### config.mk
export PLATFORM = sky130hd
export DESIGN_NAME = contador_mod6_flat
export DESIGN_NICKNAME = d
export VERILOG_FILES = /design/src/rtl/contador_mod6_if.sv /design/src/rtl/contador_mod6.sv /design/src/flat_wrapper.sv
export SDC_FILE = /design/constraint.sdc
export NUM_CORES = 1
export LEC_CHECK = 0
export ABC_AREA = 1
export BUFFER_PORTS_ARGS = -buffer_cell sky130_fd_sc_hd__buf_2
export CORE_AREA = 2 2 39 41
export DETAILED_ROUTE_END_ITERATION = 12
export DIE_AREA = 0 0 41 43
export GPL_ROUTABILITY_DRIVEN = 0
export GPL_TIMING_DRIVEN = 1
export PLACE_DENSITY = 0.36
export REMOVE_ABC_BUFFERS = 1
export SETUP_SLACK_MARGIN = 0.4
export SLEW_MARGIN = 10
export SYNTH_ARGS = -nofsm -noshare
export SYNTH_HDL_FRONTEND = slang
export SYNTH_SLANG_ARGS = --single-unit
### constraint.sdc
create_clock -name clk -period 1.2 [get_ports clk]
set_input_delay 0.12 -clock clk [delete_from_list [all_inputs] [get_ports clk]]
set_output_delay 0.12 -clock clk [all_outputs]
set_load 0.05 [all_outputs]
### src/rtl/contador_mod6_if.sv
// Control/status bundle for the mod-6 tens-of-seconds digit.
// master drives preset and run controls; slave returns count and borrow.
interface contador_mod6_if;
  logic [2:0] data;
  logic       load;
  logic       stop;
  logic [2:0] count;
  logic       tc;

  modport master (
    output data,
    output load,
    output stop,
    input  count,
    input  tc
  );

  modport slave (
    input  data,
    input  load,
    input  stop,
    output count,
    output tc
  );
endinterface

### src/rtl/contador_mod6.sv
// Mod-6 down-counter (5..0) for the timer tens-of-seconds digit.
// CONTADOR_MOD6_STOP_AT_ZERO_EN: saturate at 0 instead of wrapping.
module contador_mod6 (
  input  logic           clk,
  input  logic           reset,
  contador_mod6_if.slave bus
);

  logic [2:0] count_q;
  logic [2:0] load_val;
  logic [2:0] dec_val;
  logic       at_zero;

  assign at_zero = (count_q == 3'd0);

  // presets above 5 clamp so the register never holds 6 or 7
  assign load_val = (bus.data > 3'd5) ? 3'd5 : bus.data;

`ifdef CONTADOR_MOD6_STOP_AT_ZERO_EN
  assign dec_val = at_zero ? 3'd0 : count_q - 3'd1;
`else
  assign dec_val = at_zero ? 3'd5 : count_q - 3'd1;
`endif

  always_ff @(posedge clk or posedge reset) begin
    if (reset) begin
      count_q <= 3'd0;
    end else if (bus.load) begin
      count_q <= load_val;
    end else if (bus.stop) begin
      count_q <= dec_val;
    end
  end

  assign bus.count = count_q;
  assign bus.tc    = at_zero & bus.stop & ~bus.load;

endmodule

### src/flat_wrapper.sv
// flat-port wrapper written by rule: the top's interface ports become plain ports
module contador_mod6_flat 
  (clk, reset, bus_data, bus_load, bus_stop, bus_count, bus_tc);
  contador_mod6_if bus_i ();
  input  logic clk;
  input  logic reset;
  input wire logic [$bits(bus_i.data)-1:0] bus_data;
  input wire logic [$bits(bus_i.load)-1:0] bus_load;
  input wire logic [$bits(bus_i.stop)-1:0] bus_stop;
  output wire logic [$bits(bus_i.count)-1:0] bus_count;
  output wire logic [$bits(bus_i.tc)-1:0] bus_tc;
  assign bus_i.data = bus_data;
  assign bus_i.load = bus_load;
  assign bus_i.stop = bus_stop;
  assign bus_count = bus_i.count;
  assign bus_tc = bus_i.tc;
  contador_mod6 u_core (.clk(clk), .reset(reset), .bus(bus_i));
endmodule
==> metrics.cfg <==
[status]
status=finished, violations left
violations=negative setup slack

[route]
wl_met3_um=44
wl_met1_um=232
via_per_inst=3.54
drt-initial-drc-count=0
dr.pass1.iters=1
drcViolationCount=0
met2_length_um=271
drt-total-wl_um=548
top_layer=met3
vias=251
antenna_left=0
wl_per_cell_um=7.72

[global_routing]
grt_pass1_wl_um=779
grt_overflow=0
grt_max_degree=7
antenna_found_initial=0
grt_pass1_vias=213
grt_usage_pct=7.14

[sta]
finClkSkew_ps=0.486
worst_pin_slew_ps=199
post-route-min-period_ps=1320
rsz0062_at_grt=yes
hold_viol=0
slew_headroom_pct=86.7
fin_crit_sh_pct=110
max_freq_mhz=759
layout_setup_ws_ps=-117
hold_ws_ps=176
slew_violations=0
setup_viol=2

[power_and_ir_drop]
p_switching_w=0.000192
pwr_density_cell_mw_per_mm2=1320
cellLeakagePower_nw=0.226
p_clk_share_pct=31.2
power.internal_w=0.000356
max-vdd-ir-drop_mv=0.437
swShare_pct=35.0
power_frac_comb_pct=45.2
p_seq_share_pct=23.6

[critical_path]
cp.arrival_ps=1200
worstPathRequired_ps=1080
cp-end-kind=output pin
worstSetupPathType=reg -> out
r2r_slack_ps=-50
cp-start-kind=flip-flop
cp_max_fo=2

[cts]
cts_tree=done
cts_sinks=3
cts.clk_slew.worst_paths_ps=30
cts_buffers=3
clk_latency_ps=230
h-tree-depth=1
clk_path_buf_depth=2
root_buffer=clkbuf_4

[synthesis]
synthFlopType=dfrtp_1
synth.most_common_cell=nand2_1
synth.avg_cell_area_um2=6.08
synth_area_leaders=dfrtp_1 (35%), nand2_1 (32%), inv_1 (12%), ha_1 (5.9%), a21oi_1 (4.7%)
synthCells=35
synthSimpleGateAreaFrac_pct=38.2
synth_warnings=0
synth_compound_area_share_pct=8.24
synth_top_family_by_area=simple AND/OR/NAND/NOR gates
ys_top_cells_by_count=nand2_1 (18), inv_1 (7), dfrtp_1 (3), a21oi_1 (2), nor2_1 (2)
ys_types=8
synth.mux.area_fraction_pct=0
synthAdderAreaFrac_pct=5.88
yosys_register_bits=3
yosys.area.top_type_share_pct=35.3
yosysTopAreaCell=dfrtp_1
async_reset_ff_share_pct=100
synth_edf_count=0
yosysSeqAreaShare_pct=35.3
synth_xor_area_share_pct=0
synth_area_um2=213

[final_layout]
largest_reg_flops=3
final_util_pct=29.9
syn_to_final_growth_pct=94.7
fin_nets=64
antenna_cells=0
drive_gt1_share_pct=45.5

[floorplan]
die-area_mm2=0.00176
row_count=14
num_io_pins=11
fp.dieH_um=43
core-area_mm2=0.00138
die_x_um=41
start_util_pct=15.4

[placement]
numPortBuffers=10
dp_hpwl_um=431

[run]
maxCapViolCount=0

[min_path]
hp-class=in -> reg

layout make-up:
cell class                 count  area, µm²
clock buffer                   4       26.3
inverter                       7       26.3
tap                           16       20.0
fill                         162        970
timing repair buffer          16        141
multi-input combinational     25        125
sequential                     3       75.1
power by group through the flow:
stage	clock, W	combinational [W]	sequential [W]
3_3_place_gp	0	0.000172	0.000129
6_report	0.000171	0.000248	0.000129
2_1_floorplan	0	0.0000560	0.000183
5_1_grt	0.000186	0.000268	0.000131
3_5_place_dp	0	0.000172	0.000128
4_1_cts	0.000184	0.000233	0.000129
path summary, 6_finish.rpt:
path	startpoint	to	cells past startpoint
max	u_core.bus.count[0]	bus_tc	5
min	bus_data[2]	u_core.bus.count[2]	3
max reg2reg	u_core.bus.count[0]	u_core.bus.count[0]	10
min reg2reg	u_core.bus.count[2]	u_core.bus.count[2]	2
max in group asynchronous	reset	u_core.bus.count[1]	3
min in group asynchronous	reset	u_core.bus.count[2]	3
through the flow:
step	setup TNS, ps	total power, W	std cells	setup slack, ps	instance area [µm²]
6_report	-166	0.000548	71	-117	414
5_1_grt	-321	0.000584	71	-179	414
4_1_cts	-134	0.000547	70	-134	397
3_5_place_dp	0	0.000300	63	7.25	298
3_3_place_gp	0	0.000301	63	13.5	298
2_1_floorplan	-785	0.000239	35	-546	213
cells in the final DEF (no fill, tap or decap), types with 2 or more instances in the layout:
cell,count
inv_1,6
buf_8,2
buf_6,5
nand2_1,17
nor2_2,3
clkbuf_4,3
dfrtp_1,3
buf_2,6
buf_4,2
critical path: stages (launching register included):
cell and delay (ps):
dfrtp_1 370, nor2_2 140, ha_2 180, inv_2 40
nor2_2 80, buf_6 160
repair_timing:
item                                   in CTS  in global routing
pin swaps                                   3                  2
gates resized for setup                    16                  3
setup endpoints to repair                   7                  7
buffers inserted                            2                  1
hold buffers                                1                  0
endpoints found under the hold margin       3                  0
cell families after synthesis:
family                   Yosys count
AO/OA/AOI/OAI                      3
adder cells (fa/ha/maj)            1
buffers and inverters              7
flip-flops                         3
AND/OR/NAND/NOR                   21
metal layers:
layer  GRT usage (%)  up-vias
li1                -      142
met4            8.00        0
met3            1.57        0
met1            8.74      101
met2            9.06        8
met5               0        -
No activity file was read; power rests on OpenSTA's default activity.
